$ cat src/rtl/serial_adder_ctrl_pkg.sv
// -----------------------------------------------------------------------------
// serial_adder_ctrl_pkg
// Shared definitions for the bit-serial adder controller:
//   - state_t       : FSM state encoding (IDLE / RUN / DONE)
//   - DEFAULT_WIDTH : default operand/result width
// No ports (package).
// -----------------------------------------------------------------------------
package serial_adder_ctrl_pkg;

    localparam int DEFAULT_WIDTH = 8;

    typedef enum logic [1:0] {
        IDLE = 2'd0,
        RUN  = 2'd1,
        DONE = 2'd2
    } state_t;

endpackage

$ cat src/rtl/serial_adder_ctrl_fulladder.sv
// -----------------------------------------------------------------------------
// fulladder
// Single-bit full adder cell used by the serial adder controller.
// Ports (order s, c, x, y, z):
//   s : output sum bit        x ^ y ^ z
//   c : output carry bit      majority(x, y, z)
//   x : input operand bit
//   y : input operand bit
//   z : input carry-in bit
// -----------------------------------------------------------------------------
module fulladder (
    output logic s,
    output logic c,
    input  logic x,
    input  logic y,
    input  logic z
);

    assign s = x ^ y ^ z;
    assign c = (x & y) | (x & z) | (y & z);

endmodule

$ cat src/rtl/serial_adder_ctrl.sv
// -----------------------------------------------------------------------------
// serial_adder_ctrl
// Bit-serial adder: sequences one fulladder over a WIDTH-bit operand pair,
// LSB first, one bit per clock, with a start/busy/done handshake.
// Optional feature macro: SERIAL_ADD_SUB_EN (adds the 'sub' port; a - b).
//
// Ports:
//   clk   : rising-edge clock
//   rst   : synchronous active-high reset
//   start : request, sampled only in IDLE
//   a, b  : WIDTH-bit operands, captured at accept
//   cin   : carry-in, captured at accept (ignored when subtracting)
//   sub   : subtract select (only with SERIAL_ADD_SUB_EN)
//   busy  : high in RUN and DONE
//   done  : one-cycle pulse, result valid
//   sum   : registered WIDTH-bit result
//   cout  : registered carry out of the MSB (1 = no borrow when subtracting)
// -----------------------------------------------------------------------------
module serial_adder_ctrl
    import serial_adder_ctrl_pkg::*;
#(
    parameter int WIDTH = DEFAULT_WIDTH
) (
    input  logic             clk,
    input  logic             rst,
    input  logic             start,
    input  logic [WIDTH-1:0] a,
    input  logic [WIDTH-1:0] b,
    input  logic             cin,
`ifdef SERIAL_ADD_SUB_EN
    input  logic             sub,
`endif
    output logic             busy,
    output logic             done,
    output logic [WIDTH-1:0] sum,
    output logic             cout
);

    localparam int                CNT_W    = $clog2(WIDTH) + 1;
    localparam logic [CNT_W-1:0]  LAST_CNT = CNT_W'(WIDTH - 1);

    state_t             state_reg;
    state_t             state_next;
    logic               accept;
    logic               last_bit;

    logic [WIDTH-1:0]   a_sh_reg;
    logic [WIDTH-1:0]   b_sh_reg;
    logic               carry_reg;
    logic [CNT_W-1:0]   cnt_reg;
    // Holds the WIDTH-1 bits already produced; the final bit arrives on the
    // completing edge and is concatenated directly into sum.
    logic [WIDTH-2:0]   psum_reg;
    logic [WIDTH-1:0]   sum_reg;
    logic               cout_reg;

    logic               fa_s;
    logic               fa_c;
    logic [WIDTH-1:0]   shifted;

    logic               invert_b;
    logic               carry_load;
    logic [WIDTH-1:0]   b_load;

    // Subtraction is a + ~b + 1: invert b on load and force carry-in to 1.
`ifdef SERIAL_ADD_SUB_EN
    assign invert_b   = sub;
    assign carry_load = sub ? 1'b1 : cin;
`else
    assign invert_b   = 1'b0;
    assign carry_load = cin;
`endif

    generate
        for (genvar gi = 0; gi < WIDTH; gi++) begin : g_b_load
            assign b_load[gi] = b[gi] ^ invert_b;
        end
    endgenerate

    fulladder u_fa (
        .s (fa_s),
        .c (fa_c),
        .x (a_sh_reg[0]),
        .y (b_sh_reg[0]),
        .z (carry_reg)
    );

    // New sum bit enters at the MSB; after WIDTH bits this is the full result.
    assign shifted = {fa_s, psum_reg};

    always_ff @(posedge clk) begin
        if (rst) begin
            state_reg <= IDLE;
        end else begin
            state_reg <= state_next;
        end
    end

    always_comb begin
        state_next = state_reg;
        accept     = 1'b0;
        last_bit   = 1'b0;
        case (state_reg)
            IDLE: begin
                if (start) begin
                    accept     = 1'b1;
                    state_next = RUN;
                end
            end
            RUN: begin
                if (cnt_reg == LAST_CNT) begin
                    last_bit   = 1'b1;
                    state_next = DONE;
                end
            end
            DONE:    state_next = IDLE;
            default: state_next = IDLE;
        endcase
    end

    always_ff @(posedge clk) begin
        if (rst) begin
            a_sh_reg  <= '0;
            b_sh_reg  <= '0;
            carry_reg <= 1'b0;
            cnt_reg   <= '0;
            psum_reg  <= '0;
            sum_reg   <= '0;
            cout_reg  <= 1'b0;
        end else if (accept) begin
            a_sh_reg  <= a;
            b_sh_reg  <= b_load;
            carry_reg <= carry_load;
            cnt_reg   <= '0;
        end else if (state_reg == RUN) begin
            a_sh_reg  <= a_sh_reg >> 1;
            b_sh_reg  <= b_sh_reg >> 1;
            carry_reg <= fa_c;
            cnt_reg   <= cnt_reg + CNT_W'(1);
            psum_reg  <= shifted[WIDTH-1:1];
            if (last_bit) begin
                sum_reg  <= shifted;
                cout_reg <= fa_c;
            end
        end
    end

    assign busy = (state_reg != IDLE);
    assign done = (state_reg == DONE);
    assign sum  = sum_reg;
    assign cout = cout_reg;

endmodule

$ cat config.mk
export PLATFORM = sky130hd
export DESIGN_NAME = serial_adder_ctrl
export DESIGN_NICKNAME = d
export VERILOG_FILES = /design/src/rtl/serial_adder_ctrl_pkg.sv /design/src/rtl/serial_adder_ctrl_fulladder.sv /design/src/rtl/serial_adder_ctrl.sv
export SDC_FILE = /design/constraint.sdc
export NUM_CORES = 1
export LEC_CHECK = 0
export ABC_AREA = 1
export CAP_MARGIN = 20
export CORE_MARGIN = 1.5
export CORE_UTILIZATION = 34
export DETAILED_ROUTE_END_ITERATION = 7
export PLACE_DENSITY_LB_ADDON = 0.08
export SLEW_MARGIN = 20
export SYNTH_ARGS = -nofsm -noshare
export SYNTH_HDL_FRONTEND = slang
export SYNTH_HIERARCHICAL = 1
export SYNTH_SLANG_ARGS = --single-unit
$ cat constraint.sdc
create_clock -name clk -period 2.4 [get_ports clk]
set_input_delay 0.36 -clock clk [delete_from_list [all_inputs] [get_ports clk]]
set_output_delay 0.36 -clock clk [all_outputs]
set_load 0.005 [all_outputs]
# After elaboration in Yosys (flattened, before gate mapping)
# Index checks and enable logic that the tools add are counted.
# op_classes
n_addsub	1
n_eq_ne	5
mux	13
bitwise	8
reduce_logical	7
# op_table
cell	n
$mux 8	4
$mux 1	6
$add 4x1->4 const B	1
$eq 4x3->1 const B	1
$mux 2	2
$ne 2x2->1 const B	2
$pmux 2 s2	1
$reduce_and 2->1	2
$reduce_bool 2->1	2
$and 1x1->1	3
$reduce_and 3->1	1
$eq 2x1->1 const B	1
$eq 2x2->1 const B	1
$logic_not 2->1	1
$or 1x1->1	2
$reduce_or 2->1	1
$xor 1x1->1	2
$not 1->1	1
# word_totals
regBits	39
input_bits	20
output_inout_bits	11
wordCells	42

# Depth between registers and ports, before layout
# logic_depth
depth_word	5
mapped_depth	8
mapped_depth_nobuf	6

# Modules after synthesis
# The synthesis kept the hierarchy.
# modules_own_cells
mod	instances	cells_per_inst	area_each_um2	seq_area_each_um2
serial_adder_ctrl	1	249	1796.7	780.7
fulladder	1	1	20.0	0.0

# Worst setup path after synthesis
# OpenSTA, ideal clock, no wires.
# synth_timing
kind	register to output
start	reg state_reg[0]
end	out busy
arrival_ns	0.848
required_time_ns	2.040
path_slack_ns	1.192
stages_incl_launch_ff	5
path_buffers	2
path_cell_list	dfxtp_1 -> buf_6 -> nor2_4 -> buf_2 -> inv_1
# synth_between
elab_chain_cells	1
# synth_rtl
item	line	source
start: declaration	serial_adder_ctrl.sv:42	state_t state_reg;
start signal: assignment	serial_adder_ctrl.sv:95	state_reg <= state_next;
$reduce_bool 2->1	serial_adder_ctrl.sv:148	assign busy = (state_reg != IDLE);
end: declaration	serial_adder_ctrl.sv:33	output logic busy,
# No other way between the ends.

# Worst setup path in the final report
# layout_timing
start	reg state_reg[1]
end	out done
# layout_between
elab_chain_cells	1
# layout_rtl
item	line	source
$eq 2x2->1	serial_adder_ctrl.sv:149	assign done = (state_reg == DONE);
end: declaration	serial_adder_ctrl.sv:34	output logic done,
# No other way between the ends.

==> impl_results.md <==
* Status: completed
* DRC Markers at 0
* Pre-Repair DR Iteration Count at 4
* CP bufs+invs at 2
* Final Critical Period at 1.91 ns
* EDFF count, synth at 0
* Post-synth top area share at 43.0%
* Tcrit/Tclk final at 79.6%
* Data arrival, critical path at 1.55 ns
* Initial core utilization at 35.3%
* Synth Warn # at 6
* Clock Skews at 0.00797 ns
* Largest area contributor in the netlist: dfxtp_1
* Clock transition at the registers of the reported paths at 0.08 ns
* Family with the most delay on the worst path: buffers and inverters
* Slowest cell on the critical path: clkdlybuf4s50_1
* Area Growth Syn to Fin at 23.8%
* CTS buffer count at 5
* Share of cells above drive strength 1 at 10.1%
* Post-DP HPWL at 2580 um
* Final Hold Fails at 0
* DRT Wirelength at 3870 um
* Count leader, synth: nand2_1
* Cell Area, Placed at 2140 sq um
* Slew Viols, Final at 0
* Maximum VDD drop at 251 uV
* Vias at 1592
* Core ar. at 5140 sq um
* CP endpoint kind: output port
* Seq/Total Area, Yosys at 43.0%
* Remaining Overflow, GRT at 0
* Critical path, cell by cell: inv_4 > nor2_1 > clkdlybuf4s50_1
* Clock latency at the later pin of the worst-skew pair at 0.30 ns
* Nets at 298
* Clock Sinks at 39
* Max H-tree Level at 2
* WHS at 0.455 ns
* Hold_buf cts at 0
* Critical-path maximum fanout at 15
* Worst R2R Setup Slack at 0.82 ns
* Antenna violations before repair at 0
* Static Leak at 0.000974 uW
* Die W at 76.1 um
* Most frequent cells after synthesis: 67 x nand2_1, 41 x nand3_1, 39 x dfxtp_1
* Syn nets at 272
* Least-Margin Pin Slew at 0.641 ns
* Postcts setup bufs at 0
* Top_reg_cell synth: dfxtp_1
* Largest net degree at the start of global routing at 26
* Synth top area cells: dfxtp_1 43%, nand2_1 14%, nand3_1 11%, nor2_1 5.2%, inv_1 4.3%
* WL per Instance at 11.1 um
* GPL Wtd Cong at 0.737
* Mean post-synth cell area at 7.27 sq um
* CTS tree: done
* I/O Buffers at 30
* Final Cell Area at 2250 sq um
* Resized cells post-CTS at 0
* Root Buffer Master: clkbuf_8
* Rows at 26
* Setup_tns at 0 ns
* Synthesized area at 1820 sq um
* Synth Instances at 250
* Unrepaired setup endpoints after global routing: no
* Total track usage at 15.1%
* Vias per cell at 4.59
* Max-cap violations at 0
* Fmax achieved at 523 MHz
* Startpoint types: flip-flop
* Min-delay worst type: flip-flop to flip-flop
* Chip height at 76.1 um
* Vias in the first global route at 1528
* Crit Path Category: flip-flop to output port
* Fill cells at 587
* Final setup fails at 0
* Global-route wire length before repair at 7040 um
* Max-Slew Margin vs Limit at 57.2%
* Diodes inserted at 0
* Ys async rst share at 0%
* P per Cell Area at 644 nW/um^2
* Cell variety after synth at 22
* Clock Path Buffers at 2
* Worst path required time at 2.04 ns
* Die ar. at 5790 sq um
* Yosys reg bits at 39
* Starting DRT DRC Count at 111
* Remaining antenna violation count at 0
* Max incr delay on CP at 0.52 ns
* I/O Pins at 31
cells in the final DEF (no fill, tap or decap), drive strengths merged:
cell,n
fa,1
xor2,2
nor2,28
dfxtp,39
bufinv,1
clkinv,2
clkbuf,5
clkdlybuf4s50,30
buf,4
a21oi,18
nand3,41
ha,1
nand2,69
o21ai,13
inv,23
worst min-delay path, delay by kind of cell, from the launching register on:
family,cells,cell delay [ns]
AO/OA/AOI/OAI,1,0.05
buffers and inverters,1,0.06
flip-flops,1,0.30
final timing paths:
check	start	to	depth (start not counted)
setup / recovery	state_reg[1]	done	3
hold / removal	psum_reg[0]	psum_reg[0]	2
setup reg to reg	state_reg[0]	sum[2]	5
hold reg to reg	psum_reg[0]	psum_reg[0]	2
through the flow:
step	setup slack [ns]	utilization, %	cells	power [uW]
3_5_place_dp	0.661	41.6	339	912
3_3_place_gp	0.649	41.6	339	910
2_1_floorplan	1.19	-	250	853
5_1_grt	0.366	43.7	347	1530
4_1_cts	0.477	43.7	347	1470
6_report	0.489	43.7	347	1450
report_power, final:
part / internal (uW) / switching [uW] / leakage, uW
clock: 310 / 244 / 0.0000581
sequential: 682 / 24.7 / 0.000319
combinational: 82.3 / 105 / 0.000597
total: 1070 / 374 / 0.000974
cell families (layout without fill, tap and decap cells):
kind of cell,count (synthesis),after routing,synth area share (%)
buf+inv,38,65,10.3
compound gates,31,31,10.8
simple gates,138,138,33.1
xor+xnor,2,2,0.964
flops,39,39,43.0
fa+ha+maj,2,2,1.79
layer usage:
metal  routed length [um]  global-route usage (%)  vias to the layer above
met5                    0                       0                        -
met4                   85                    7.96                        0
met3                  135                    3.23                        8
met2                 1730                    23.9                       31
met1                 1920                    19.3                      714
li1                     -                       -                      839
final cells by class:
type | count | area (sq um) | share of cell area, %
tap | 70 | 87.6 | 3.90
sequential | 39 | 781 | 34.7
timing repair buffer | 34 | 330 | 14.7
clock buffer | 5 | 68.8 | 3.06
clock inverter | 3 | 43.8 | 1.95
multi-input combinational | 173 | 848 | 37.7
inverter | 23 | 88.8 | 3.95
No activity file was read; power rests on OpenSTA's default activity.
